===== src/rtl/coef_pkg.sv =====
// Shared widths and the bank-swap state encoding for the coefficient store.
// Latency: n/a (declarations only).
// Backpressure: n/a.
package coef_pkg;

  localparam int COEF_DATA_W = 48;
  localparam int COEF_ADDR_W = 4;

  // IDLE: no swap outstanding; PEND: swap requested, waiting for a safe point.
  typedef enum logic {
    ST_IDLE = 1'b0,
    ST_PEND = 1'b1
  } swap_state_t;

endpackage


===== src/rtl/coef_sdpram.sv =====
// Simple dual-port RAM: one write port, one read port with ce-gated registered output.
// Latency: one edge from read address to o_q (when i_rd_ce=1).
// Backpressure: none; i_rd_ce=0 holds o_q.
//
// Ports:
//   clk, rst            clock and asynchronous active-high reset (clears o_q only)
//   i_wr_en/ad/data     write port
//   i_rd_ce, i_rd_ad    read enable and address
//   o_q                 registered read data
module coef_sdpram #(
  parameter int DATA_W = 48,
  parameter int AW     = 5
) (
  input  logic              clk,
  input  logic              rst,
  input  logic              i_wr_en,
  input  logic [AW-1:0]     i_wr_ad,
  input  logic [DATA_W-1:0] i_wr_data,
  input  logic              i_rd_ce,
  input  logic [AW-1:0]     i_rd_ad,
  output logic [DATA_W-1:0] o_q
);

  logic [DATA_W-1:0] r_mem [2**AW];
  logic [DATA_W-1:0] r_q;

  // Storage has no reset so it maps onto block RAM and survives a reset.
  always_ff @(posedge clk) begin
    if (i_wr_en) r_mem[i_wr_ad] <= i_wr_data;
  end

  always_ff @(posedge clk or posedge rst) begin
    if (rst)          r_q <= '0;
    else if (i_rd_ce) r_q <= r_mem[i_rd_ad];
  end

  assign o_q = r_q;

endmodule


===== src/rtl/coef_bank_ram.sv =====
// Double-buffered coefficient store: shadow bank loads while active bank is read; swaps at frame-safe points.
// Latency: two edges from read address (ad or sweep pointer) to dout with ce=oce=1.
// Backpressure: none; ce/oce gate each pipeline stage and hold it when low.
//
// Ports:
//   clk, reset                 clock, asynchronous active-high reset
//   ce, oce                    stage-1 read enable (also steps sweep), stage-2 output enable
//   mode, ad, sweep_last       0: direct address ad; 1: auto-sweep 0..sweep_last
//   wr_en, wr_ad, wr_data      write into the shadow bank
//   swap_req, swap_done        swap request pulse, one-cycle swap-taken pulse
//   active_bank, sweep_ad      bank being read, current sweep pointer
//   dout, dout_valid           coefficient output and its valid flag
module coef_bank_ram
  import coef_pkg::*;
#(
  parameter int DATA_W = COEF_DATA_W,
  parameter int ADDR_W = COEF_ADDR_W
) (
  input  logic              clk,
  input  logic              reset,
  input  logic              ce,
  input  logic              oce,
  input  logic              mode,
  input  logic [ADDR_W-1:0] ad,
  input  logic [ADDR_W-1:0] sweep_last,
  input  logic              wr_en,
  input  logic [ADDR_W-1:0] wr_ad,
  input  logic [DATA_W-1:0] wr_data,
  input  logic              swap_req,
  output logic              swap_done,
  output logic              active_bank,
  output logic [ADDR_W-1:0] sweep_ad,
  output logic [DATA_W-1:0] dout,
  output logic              dout_valid
);

  swap_state_t       r_state, w_state_nxt;
  logic              r_active_bank;
  logic              r_swap_done;
  logic [ADDR_W-1:0] r_sweep_ad;
  logic              r_v1;
  logic [DATA_W-1:0] r_dout;
  logic              r_dout_valid;

  logic [ADDR_W-1:0] w_rd_ad;
  logic              w_at_last;
  logic              w_safe;
  logic              w_fire;
  logic [DATA_W-1:0] w_q1;

  assign w_rd_ad   = mode ? r_sweep_ad : ad;
  assign w_at_last = (r_sweep_ad == sweep_last);
  // In sweep mode the only safe point is the edge that reads the last word of
  // the frame, so the next frame starts cleanly from the other bank.
  assign w_safe    = !mode || (ce && w_at_last);
  assign w_fire    = ((r_state == ST_PEND) || swap_req) && w_safe;

  // Write targets the shadow bank as seen before this edge; on a firing edge
  // that is the bank about to become active.
  coef_sdpram #(
    .DATA_W (DATA_W),
    .AW     (ADDR_W + 1)
  ) u_ram (
    .clk       (clk),
    .rst       (reset),
    .i_wr_en   (wr_en),
    .i_wr_ad   ({~r_active_bank, wr_ad}),
    .i_wr_data (wr_data),
    .i_rd_ce   (ce),
    .i_rd_ad   ({r_active_bank, w_rd_ad}),
    .o_q       (w_q1)
  );

  always_comb begin
    w_state_nxt = r_state;
    case (r_state)
      ST_IDLE: if (swap_req && !w_fire) w_state_nxt = ST_PEND;
      ST_PEND: if (w_fire)              w_state_nxt = ST_IDLE;
      default:                          w_state_nxt = ST_IDLE;
    endcase
  end

  always_ff @(posedge clk or posedge reset) begin
    if (reset) begin
      r_state       <= ST_IDLE;
      r_active_bank <= 1'b0;
      r_swap_done   <= 1'b0;
    end else begin
      r_state     <= w_state_nxt;
      r_swap_done <= w_fire;
      if (w_fire) r_active_bank <= ~r_active_bank;
    end
  end

  always_ff @(posedge clk or posedge reset) begin
    if (reset) begin
      r_sweep_ad <= '0;
    end else if (!mode) begin
      r_sweep_ad <= '0;
    end else if (ce) begin
      r_sweep_ad <= w_at_last ? '0 : r_sweep_ad + ADDR_W'(1);
    end
  end

  always_ff @(posedge clk or posedge reset) begin
    if (reset) begin
      r_v1         <= 1'b0;
      r_dout       <= '0;
      r_dout_valid <= 1'b0;
    end else begin
      if (ce) r_v1 <= 1'b1;
      if (oce) begin
        r_dout       <= w_q1;
        r_dout_valid <= r_v1;
      end
    end
  end

  assign swap_done   = r_swap_done;
  assign active_bank = r_active_bank;
  assign sweep_ad    = r_sweep_ad;
  assign dout        = r_dout;
  assign dout_valid  = r_dout_valid;

endmodule


===== config.mk =====
export PLATFORM = sky130hd
export DESIGN_NAME = coef_bank_ram
export DESIGN_NICKNAME = d
export VERILOG_FILES = /design/src/rtl/coef_pkg.sv /design/src/rtl/coef_sdpram.sv /design/src/rtl/coef_bank_ram.sv
export SDC_FILE = /design/constraint.sdc
export NUM_CORES = 2
export LEC_CHECK = 0
export ABC_CLOCK_PERIOD_IN_PS = 6300
export BUFFER_PORTS_ARGS = -buffer_cell sky130_fd_sc_hd__buf_2
export CORE_ASPECT_RATIO = 0.9
export CORE_MARGIN = 8
export CORE_UTILIZATION = 55
export DETAILED_ROUTE_END_ITERATION = 16
export PLACE_DENSITY = 0.7
export SLEW_MARGIN = 20
export SYNTH_ARGS = -nofsm -noshare
export SYNTH_HDL_FRONTEND = slang
export SYNTH_HIERARCHICAL = 1
export SYNTH_SLANG_ARGS = --single-unit

===== constraint.sdc =====
create_clock -name clk -period 6.3 [get_ports clk]
set_input_delay 0 -clock clk [delete_from_list [all_inputs] [get_ports clk]]
set_output_delay 0 -clock clk [all_outputs]
set_load 0.02 [all_outputs]

## Yosys cells after proc, flatten, opt, wreduce, memory -nomap -nowiden

Memory sizes are Yosys's and may differ from the RTL's. A register that Yosys moved wholly into a read port is not among the register bits.
Index checks and enable logic that the tools add are counted.

| word-level totals | value |
|---|---|
| register bits after elaboration | 57 |
| bits in writable memories | 1,536 |
| input port bits | 67 |
| output and inout port bits | 55 |
| memories kept | 1 |

Memory list:

| name | words | width | rd ports | clocked after memory_dff | wr ports | line | source |
|---|---|---|---|---|---|---|---|
| u_ram.r_mem | 32 | 48 | 1 | 1 | 1 | coef_sdpram.sv:24 | `logic [DATA_W-1:0] r_mem [2**AW];` |

| cells by class | value |
|---|---|
| $add $sub $neg | 1 |
| equality and inequality tests | 2 |
| muxes and demuxes | 9 |
| bitwise operators | 2 |
| reductions and logical operators | 7 |

Operator list:

| kind | count |
|---|---|
| $mux W4 | 4 |
| $add A4 B1 Y4 const B | 1 |
| $eq A4 B4 Y1 | 1 |
| $mux W1 | 4 |
| $logic_and A1 B1 Y1 | 3 |
| $logic_not A1 Y1 | 2 |
| $logic_or A1 B1 Y1 | 2 |
| $ne A2 B2 Y1 const B | 1 |
| $not A1 Y1 | 2 |
| $pmux W1 S2 | 1 |

## Logic depth before layout (Yosys ltp)

| logic depth | value |
|---|---|
| depth after elaboration | 8 |
| mapped depth | 11 |

## Modules after synthesis

Netlist, hierarchy kept.

Modules (own cells, without submodules):

| module | instances | cells each | area each (µm²) | seq. area each (µm²) |
|---|---|---|---|---|
| coef_sdpram | 1 | 3,274 | 61,270.0 | 47,325.4 |
| coef_bank_ram | 1 | 155 | 2,292.2 | 1,426.4 |

## Least setup slack after synthesis

OpenSTA, ideal clock, no wires.

| timing | value |
|---|---|
| kind | reg2reg |
| start point | register r_active_bank, in the netlist active_bank |
| end point | memory u_ram.r_mem[17][0], enable pin |
| setup time | 454 ps |
| arrival | 3,192 ps |
| required time | 5,846 ps |
| path slack | 2,654 ps |
| stages on the path, launching flop included | 4 |
| path buffers | 0 |
| cell sequence | dfrtp_1 inv_2 or3b_2 nor2_1 |

| on the way | value |
|---|---|
| word-level cells in the longest chain between the ends | 1 |

Ends and longest elaborated chain:

| element | line | source |
|---|---|---|
| from (decl) | coef_bank_ram.sv:38 | `logic r_active_bank;` |
| from (signal assigned) | coef_bank_ram.sv:91 | `if (w_fire) r_active_bank <= ~r_active_bank;` |
| $not A1 Y1 | coef_bank_ram.sv:67 | `.i_wr_ad ({~r_active_bank, wr_ad}),` |
| to (decl) | coef_sdpram.sv:24 |  |

Every way passes these cells.

## Worst setup path after layout

| timing | value |
|---|---|
| start point | register r_sweep_ad[0], in the netlist sweep_ad[0] |
| end point | register u_ram.r_q[33], in the netlist u_ram/o_q[33], read port of u_ram.r_mem |

| on the way | value |
|---|---|
| word-level cells in the longest chain between the ends | 1 |

Ends and longest elaborated chain:

| element | line | source |
|---|---|---|
| from (decl) | coef_bank_ram.sv:40 | `logic [ADDR_W-1:0] r_sweep_ad;` |
| from (signal assigned) | coef_bank_ram.sv:101 | `r_sweep_ad <= w_at_last ? '0 : r_sweep_ad + ADDR_W'(1);` |
| $mux W4 | coef_bank_ram.sv:51 | `assign w_rd_ad = mode ? r_sweep_ad : ad;` |
| via w_rd_ad[0] | coef_bank_ram.sv:45 | `logic [ADDR_W-1:0] w_rd_ad;` |
| to (decl) | coef_sdpram.sv:25 | `logic [DATA_W-1:0] r_q;` |

The timed path passes the listed nets, and every way through them passes these cells.
A chain may end at the register's enable or synchronous reset.

==> results.ini <==
[status]
status = finished clean

[synth]
avgSynthCellArea_um2 = 18.54
yosys.area.top_type = edfxtp_1
synth_edf_count = 1536
ys_ff_latch = 1641
synthesis.area_mm2 = 0.06356
synth_flop_cell = edfxtp_1
synth_common_cells = edfxtp_1 (1536), mux2i_1 (768), a22oi_1 (384)
synth_nets = 3497
synthCells = 3429
synth_cell_types = 37
synth_top_cell_area_share = 0.7257
yosysSeqAreaShare = 0.7670
synth-async-reset-ratio = 0.06399
synthTopCellsByArea = edfxtp_1 (73%), mux2i_1 (12%), a22oi_1 (4.5%)
yosysMostFrequentCell = edfxtp_1
yosys_warnings = 6

[global_routing]
grt_max_degree = 131
grt_pass1_wl_um = 224400
gr-total-overflow = 0
grt_pass1_vias = 32920
grt_usage = 0.2377
grt_antenna_before_repair = 8

[placed_design]
hpwl_um = 79440
portBuffers = 121
place.gp.congestion = 0.7691
place_inst = 4916

[routing]
highest_layer = met5
routed_wl_um = 154800
wl_met2_um = 69250
post_drt_wl_per_cell_um = 29.35
routed_via_density = 6.377
remaining_drc_errors = 0
ant_nets = 0
drt_iter0_markers = 4214
dr.pass1.iters = 6
wl_met1_um = 65780
dr_total_vias = 33630
route.met3.wl_um = 16540

[sta]
worst_pin_slew_ns = 1.175
fmax_mhz = 288.2
period_needed_ns = 3.469
skew_ns = 0.02366
slew_viol_final = 0
period_share = 0.5507
finalSetupViolations = 0
rsz0062_at_grt = no
hold_violations = 0
slew_headroom = 0.2170
setup_tns_ns = 0

[floorplanning]
rows = 118
die_x_um = 374.3
coreArea_mm2 = 0.1149
die_y_um = 338.5
ios = 122
die_area_mm2 = 0.1267
initial_core_util = 0.5534

[power_and_ir_drop]
power_density_mw_per_mm2 = 340.2
p_leak_nw = 23.76
vdd_drop_max_v = 0.0002646

[final_layout]
instances_no_fill = 5274
area_growth_pct = 12.71
nets = 3707
drive_gt1_frac = 0.1492
n_fill_cell = 7961

[critical_path]
cp_data_arrival_time_ns = 4.10
end_kind = flip-flop
worstSetupStartpointType = flip-flop
crit_required_ns = 6.93
worstPathMaxFanout = 78
criticalPathCategory = flip-flop to flip-flop

[min_path]
min_path_type = input pin to async pin

[clock_network]
cts.path.max_buffers = 3
clk_latency_ns = 0.75
cts_buffers = 159
cts-root-buf = clkbuf_16
post-cts-setup-buffer-count = 0
clkTransAtPathRegs_ns = 0.06
cts_tree = built
ctsHtreeMaxLevel = 4
cts_sinks = 1641

[flow_run]
max-cap-violations = 0

-- state kept, by name, summed over array words and instances, names as in the netlist --
| register | count |
|---|---|
| active_bank | 1 |
| dout | 48 |
| dout_valid | 1 |
| r_state | 1 |
| r_v1 | 1 |
| swap_done | 1 |
| sweep_ad | 4 |
| u_ram/o_q | 48 |
| u_ram/r_mem | 1536 |
-- layout by cell type, fill, tap and decap left out, drive strengths merged, types with 56 or more instances in the layout --
cell and n:
mux2i 768, edfxtp 1536, buf 190, dlygate4sd3 61, mux2 99, clkbuf 214, a21oi 192, dfrtp 105
a22oi 384, clkinv 56
-- path summary, 6_finish.rpt --
kind,from,endpoint,slack (ns),cells after the start
worst max-delay path,sweep_ad[0],u_ram/o_q[33],2.83,8
worst min register to register,r_v1,r_v1,0.47,1
worst max register to register,sweep_ad[0],u_ram/o_q[33],2.83,8
worst min-delay path,reset,u_ram/o_q[32],0.02,4
max in group asynchronous,reset,dout[13],4.84,5
min in group clk,swap_req,swap_done,0.16,4
-- area by class of cell --
type | count | area, µm² | area share
diodes | 6 | 15.01 | 0.0002096
clock buffers | 214 | 4402 | 0.06144
clock inverters | 76 | 847.1 | 0.01182
inverters | 6 | 25.02 | 0.0003493
multi-input cells | 1580 | 13740 | 0.1917
flip-flops and latches | 1641 | 48750 | 0.6805
well taps | 1500 | 1877 | 0.02620
repair buffers | 251 | 1986 | 0.02772
-- metrics by stage --
| step | cell area [µm²] | util | setup slack, ns | hold WS [ns] | power [W] |
|---|---|---|---|---|---|
| after CTS | 71580 | 0.6232 | 2.870 | 0.1056 | 0.02450 |
| after floorplan | 63560 | - | 2.654 | 0.09887 | 0.01411 |
| after detailed placement | 65730 | 0.5722 | 2.910 | 0.09931 | 0.01502 |
| after global placement | 65650 | 0.5715 | 2.942 | 0.09453 | 0.01497 |
| after global routing | 71630 | 0.6236 | 2.653 | 0.04657 | 0.02512 |
| final | 71640 | 0.6237 | 2.831 | 0.01765 | 0.02437 |
-- where the power goes --
group          total [W]  leakage [nW]  switching (W)  internal, W
logic            0.00230          6.20        0.00149     0.000817
registers         0.0125          15.0       0.000239       0.0123
clock network    0.00953          2.57        0.00389      0.00563
total             0.0244          23.8        0.00562       0.0188
-- per-layer routing --
layer  GRT usage  up-vias
li1            -    14270
met1      0.3493    17500
met2      0.3542     1659
met3     0.06693      204
met4     0.05722        2
met5           0        -
-- timing repair --
item	CTS	global route
hold endpoints to repair	1714	0
gates resized for setup	0	0
hold buffers	61	0
-- logic make-up (layout without fill, tap and decap cells) --
group,after synthesis,in the layout,synth area share
muxes,867,867,0.1385
adders and majority gates,1,1,0.0001968
buffers and inverters,208,547,0.02171
AOI/OAI and AO/OA,587,587,0.06153
other,0,6,0
xor gates and xnor gates,4,4,0.0005511
and+or+nand+nor,121,121,0.01053
DFF,1641,1641,0.7670
-- critical path, stage by stage, from the launching register on --
cell and delay (ns):
dfrtp_1 0.47, mux2_8 0.74, buf_4 0.64, buf_4 0.34
mux2i_1 0.23, a22oi_1 0.09, a21oi_1 0.27, nor4_1 0.08
mux2_2 0.28
No activity file was read; power rests on OpenSTA's default activity.
